`config.mk`:
```
export PLATFORM = sky130hd
export DESIGN_NAME = mm_mac_sequencer
export DESIGN_NICKNAME = d
export VERILOG_FILES = /design/src/rtl/mm_pkg.sv /design/src/rtl/mm_mac_acc.sv /design/src/rtl/mm_mac_sequencer.sv
export SDC_FILE = /design/constraint.sdc
export NUM_CORES = 1
export LEC_CHECK = 0
export CAP_MARGIN = 30
export CORE_MARGIN = 8
export CORE_UTILIZATION = 50
export DETAILED_ROUTE_END_ITERATION = 16
export GPL_ROUTABILITY_DRIVEN = 0
export GPL_TIMING_DRIVEN = 0
export PLACE_DENSITY = 0.77
export SETUP_SLACK_MARGIN = 0.4
export SYNTH_ARGS = -nofsm -noshare
export SYNTH_HDL_FRONTEND = slang
export SYNTH_SLANG_ARGS = --single-unit
```
`constraint.sdc`:
```
create_clock -name clk -period 9 [get_ports clk]
set_input_delay 2.25 -clock clk [delete_from_list [all_inputs] [get_ports clk]]
set_output_delay 2.25 -clock clk [all_outputs]
set_load 0.1 [all_outputs]
```
`src/rtl/mm_pkg.sv`:
```
// Shared matrix-multiply definitions: sequencer states, memory-select codes and size limits.
package mm_pkg;

  typedef enum logic [1:0] {
    IDLE  = 2'd0,
    ACC   = 2'd1,
    WRITE = 2'd2,
    DONE  = 2'd3
  } mmState_t;

  localparam logic [2:0] MEMSEL_A = 3'b000;
  localparam logic [2:0] MEMSEL_B = 3'b001;
  localparam logic [2:0] MEMSEL_C = 3'b010;

  // Largest N whose highest address N*N stays inside an 8-bit memory.
  localparam int unsigned MM_MAX_N = 15;

  localparam int unsigned ACC_W = 20;

endpackage

```
`src/rtl/mm_mac_acc.sv`:
```
// Multiply-accumulate register with clear, plus the C write-value stage.
// Build option MM_SATURATE_EN: clamp the write value to all-ones instead of truncating.
module mm_mac_acc
  import mm_pkg::*;
#(
  parameter int unsigned DATA_W = 8,
  parameter int unsigned ACC_W  = mm_pkg::ACC_W
) (
  input  logic              clk,
  input  logic              rst,
  input  logic              clr,
  input  logic              en,
  input  logic [DATA_W-1:0] aData,
  input  logic [DATA_W-1:0] bData,
  output logic [DATA_W-1:0] resultNext_c
);

  logic [ACC_W-1:0] acc;
  logic [ACC_W-1:0] accNext;

  always_comb begin
    accNext = acc + (ACC_W'(aData) * ACC_W'(bData));
  end

  always_ff @(posedge clk) begin
    if (rst || clr) begin
      acc <= '0;
    end else if (en) begin
      acc <= accNext;
    end
  end

  // Value of C as it will stand once the current product is folded in.
  always_comb begin
`ifdef MM_SATURATE_EN
    resultNext_c = (accNext > ACC_W'({DATA_W{1'b1}})) ? {DATA_W{1'b1}} : accNext[DATA_W-1:0];
`else
    resultNext_c = accNext[DATA_W-1:0];
`endif
  end

endmodule

```
`src/rtl/mm_mac_sequencer.sv`:
```
// Sequences the C = A*B compute pass over the shared matrix memory.
// Build option MM_SATURATE_EN selects saturating instead of truncating C values.
module mm_mac_sequencer
  import mm_pkg::*;
#(
  parameter int unsigned DATA_W = 8,
  parameter int unsigned IDX_W  = 8,
  parameter int unsigned ACC_W  = mm_pkg::ACC_W
) (
  input  logic              clk,
  input  logic              rst,
  input  logic              start,
  input  logic [IDX_W-1:0]  size,
  input  logic [DATA_W-1:0] a_data,
  input  logic [DATA_W-1:0] b_data,
  output logic [IDX_W-1:0]  i,
  output logic [IDX_W-1:0]  j,
  output logic [IDX_W-1:0]  k,
  output logic [IDX_W-1:0]  max_size,
  output logic              read,
  output logic              write,
  output logic [2:0]        mem_sel,
  output logic              mac_or_size,
  output logic [DATA_W-1:0] mac_result,
  output logic              busy,
  output logic              done,
  output logic              err
);

  mmState_t          state;
  logic [IDX_W-1:0]  lastIdx;
  logic [DATA_W-1:0] resultNext;
  logic              accClr;
  logic              accEn;

  assign lastIdx = max_size - IDX_W'(1);
  assign accEn   = (state == ACC);
  assign accClr  = (state != ACC);

  mm_mac_acc #(
    .DATA_W (DATA_W),
    .ACC_W  (ACC_W)
  ) uMacAcc (
    .clk          (clk),
    .rst          (rst),
    .clr          (accClr),
    .en           (accEn),
    .aData        (a_data),
    .bData        (b_data),
    .resultNext_c (resultNext)
  );

  // Single-process FSM; every output is a register updated alongside the state.
  always_ff @(posedge clk) begin
    if (rst) begin
      state       <= IDLE;
      i           <= '0;
      j           <= '0;
      k           <= '0;
      max_size    <= '0;
      read        <= 1'b0;
      write       <= 1'b0;
      mem_sel     <= MEMSEL_A;
      mac_or_size <= 1'b0;
      mac_result  <= '0;
      busy        <= 1'b0;
      done        <= 1'b0;
      err         <= 1'b0;
    end else begin
      read        <= 1'b0;
      write       <= 1'b0;
      mem_sel     <= MEMSEL_A;
      mac_or_size <= 1'b0;
      mac_result  <= '0;
      done        <= 1'b0;

      unique case (state)
        IDLE: begin
          // busy lingers one IDLE cycle after DONE, so starts there are ignored too.
          busy <= 1'b0;
          if (start && !busy) begin
            max_size <= size;
            i        <= '0;
            j        <= '0;
            k        <= '0;
            busy     <= 1'b1;
            err      <= 1'b0;
            if (size == '0) begin
              state <= DONE;
              done  <= 1'b1;
            end else if (size > IDX_W'(MM_MAX_N)) begin
              state <= DONE;
              done  <= 1'b1;
              err   <= 1'b1;
            end else begin
              state <= ACC;
              read  <= 1'b1;
            end
          end
        end

        ACC: begin
          read <= 1'b1;
          if (j == lastIdx) begin
            // j carries k so the memory's write address lands on C[i][k].
            state      <= WRITE;
            j          <= k;
            write      <= 1'b1;
            mem_sel    <= MEMSEL_C;
            mac_result <= resultNext;
          end else begin
            j <= j + IDX_W'(1);
          end
        end

        WRITE: begin
          j <= '0;
          if (k < lastIdx) begin
            k <= k + IDX_W'(1);
          end else begin
            k <= '0;
            i <= i + IDX_W'(1);
          end
          if ((i == lastIdx) && (k == lastIdx)) begin
            state <= DONE;
            done  <= 1'b1;
          end else begin
            state <= ACC;
            read  <= 1'b1;
          end
        end

        DONE: begin
          state <= IDLE;
        end

        default: begin
          state <= IDLE;
        end
      endcase
    end
  end

endmodule

```
==> results.md <==
* Synth Area in Adders at 18.1%
* CP top delay family: adder cells
* Hold_ws at 0.499 ns
* Die footprint at 11100 um2
* Data required time of the worst path at 9.19 ns
* Fillcell total at 664
* Main combinational cell family by area after synthesis: simple AND/OR/NAND/NOR gates
* Final #Nets at 634
* DPL Wire Length at 7990 um
* Post-CTS resize count at 0
* Async S/R FF share, synth at 0%
* Wire length per cell at 15.1 um
* Mapped cell area at 3990 um2
* Worst-path maximum fanout at 7
* CTS max path bufs at 2
* Worst EP arrival at 6.09 ns
* Core area at 7730 um2
* Post-synth EDFFs at 0
* CTS tree: yes
* Setup Skew at 0.00853 ns
* Sw Share at 45.2%
* Final hold vios at 0
* Slowest-stage cell, CP: clkdlybuf4s50_1
* IO buf count at 70
* Cell variety after synth at 56
* Sequential fraction of the synthesis area at 27.6%
* Setup repair after global routing missed its margin: false
* Status: completed
* Antenna diode count at 0
* Post-Synth Simple-Gate Area at 21.1%
* Slew Limit Fails at 0
* Critical setup path kind: in -> reg
* Post-CTS setup buffers at 0
* Reg clk slew, reported paths at 0.10 ns
* Post-synthesis compound-gate area fraction at 11.1%
* P&R area growth vs syn at 23.2%
* Syn Area/Cell at 8.30 um2
* Initial Util at 51.7%
* Switch Pwr at 0.425 mW
* CTS Buf Count at 5
* Endpoints failing setup at 0
* Final Power at 0.939 mW
* Hold_buf cts at 0
* Post-DRT Antenna Nets at 0
* Most Frequent Cell on Critical Path: fa_1
* Vias in the first global route at 3682
* FF+latch count, synth at 55
* Worst slack, placed at 2.75 ns
* Relative slew margins at 31.3%
* Worst-skew pair later-pin latency at 0.31 ns
* Cell count after synthesis at 481
* Worst-Margin Slew at 1.03 ns
* Grt ovf at 0
* Std cell rows at 32
* First-pass GRT wire length at 17100 um
* Fin worst setup slack at 3.09 ns
* Die Wd at 105 um
* CP max stage delay at 0.63 ns
* Yosys warning count at 0
* Final worst-path cycle share at 65.6%
* Top-Level Pins at 76
* Leak at 2.05 nW
* DRC at 0
* Combinational Power Share at 55.4%
* Clk root buf: clkbuf_8
* Area share of xor/xnor cells in the synthesized design at 10.4%
* Fmax at 0.169 GHz
* Avg Vias per Cell at 5.32
* Pint at 0.515 mW
* Pwr/cell area at 191 nW/um2
* Crit-path cells: clkdlybuf4s50_1 -> nand2_1 -> fa_1 -> inv_1 -> fa_1 -> inv_1 -> fa_1 -> fa_1 -> inv_1 -> ha_1 -> a21oi_1 -> xnor2_1 -> xnor2_1 -> nor3_1
* Startpoint types: input port
* CTS sink count at 55
* TNS Setup at 0 ns
* GRT Total Usage at 18.3%
* Final min period at 5.91 ns
* Crit. End Element: flop
* Via count at 3528
* Max-cap violations at 0
* Multi-input logic area at 2540 um2
* Seq pwr share at 30.0%
* Critical path buffers and inverters at 4
* VDD IR-drop max at 201 uV
* Hold Path Class: reg -> reg
* Initial antenna violation count at 0
* Top FF cell, synth: dfxtp_1
* Layout cell share with drive strength beyond 1 at 5.17%
* Iter 0 DRT Violations at 196
* Htree depth at 2
* Post-synthesis mux area share at 2.54%
* Die extent in y at 105 um
* TritonRoute pass-1 iters at 4
* Clock share of power at 14.7%
* Maximum number of pins on one net before global-route repair at 18
* Register area at 1100 um2
* Final Routed Wirelength at 10000 um
[synthesized netlist by cell type (all sizes together) (6+ instances only)]
master | instances | share of area (%)
nor2b | 7 | 1.1
dfxtp | 55 | 28
fa | 18 | 9.0
nand3 | 16 | 2.0
ha | 29 | 9.1
a31oi | 12 | 1.9
mux2i | 9 | 2.3
o22ai | 6 | 0.94
a21oi | 20 | 2.5
nor2 | 29 | 2.8
clkbuf | 15 | 1.4
buf | 11 | 2.3
nor3 | 7 | 1.0
and2 | 16 | 2.5
inv | 57 | 5.4
or3 | 9 | 1.4
nand2 | 65 | 6.1
xnor2 | 35 | 7.9
o21ai | 8 | 1.0
xor2 | 9 | 2.0
[cell type report]
cell class,instances,area share [%]
Inverter,57,4.35
Clock buffer,5,1.40
Timing Repair Buffer,70,14.2
Sequential cell,55,22.4
Clock inverter,3,0.407
Tap cell,102,2.59
Buffer,26,3.05
Multi-Input combinational cell,345,51.6
[state kept, by name, indices dropped and copies added (netlist names)]
register / flops
busy: 1
done: 1
err: 1
i: 8
j: 8
k: 8
mac_result: 8
max_size: 8
mem_sel: 1
read: 1
state: 2
uMacAcc.acc: 8
[final timing paths]
kind	slack, ns	startpoint	endpoint	cells past startpoint
hold / removal	0.50	busy	busy	1
setup reg to reg	5.17	max_size[0]	k[6]	12
setup / recovery	3.09	b_data[1]	mac_result[7]	14
hold reg to reg	0.50	busy	busy	1
[layout by cell type (no fill, tap or decap), types with 5 or more instances in the layout]
cell type / synthesis / layout
or3_1: 9 / 9
dfxtp_1: 55 / 55
o22ai_1: 6 / 6
xor2_1: 9 / 9
clkdlybuf4s50_1: 0 / 70
clkbuf_8: 0 / 5
nand3_1: 16 / 16
nand2_1: 65 / 65
nor2_1: 28 / 28
clkbuf_1: 15 / 15
mux2i_1: 9 / 9
xnor2_1: 34 / 34
fa_1: 18 / 18
nor2b_1: 7 / 7
a31oi_1: 12 / 12
o21ai_0: 7 / 7
ha_1: 29 / 29
and2_1: 16 / 16
nor3_1: 6 / 6
a21oi_1: 20 / 20
inv_1: 57 / 57
[per-layer routing]
layer / vias up / track usage [%] / routed length (um)
li1: 1741 / - / -
met1: 1669 / 21.8 / 4310
met2: 105 / 32.2 / 5020
met3: 13 / 3.65 / 551
met4: 0 / 5.40 / 121
met5: - / 0 / 0
[kinds of logic after synthesis]
| logic type | count (synthesis) |
|---|---|
| AND/OR/NAND/NOR | 170 |
| buffers and inverters | 83 |
| AO/OA/AOI/OAI | 70 |
| flip-flops | 55 |
| adder cells (fa/ha/maj) | 47 |
| XOR/XNOR | 45 |
| multiplexers | 10 |
| other | 1 |
[per-stage QoR]
stage,cells,util (%),cell area (um2)
finish,663,63.6,4920
global route,663,63.6,4920
CTS,663,63.6,4920
detailed placement,655,62.5,4830
global placement,655,62.5,4830
floorplan,483,-,4000
[power by group through the flow]
stage | Sequential [mW] | Clock [mW] | Combinational, mW
6_report | 0.282 | 0.138 | 0.520
5_1_grt | 0.285 | 0.148 | 0.580
4_1_cts | 0.281 | 0.140 | 0.522
3_5_place_dp | 0.287 | 0 | 0.518
3_3_place_gp | 0.286 | 0 | 0.505
2_1_floorplan | 0.375 | 0 | 0.318
Power figures use the tool's default switching activity.
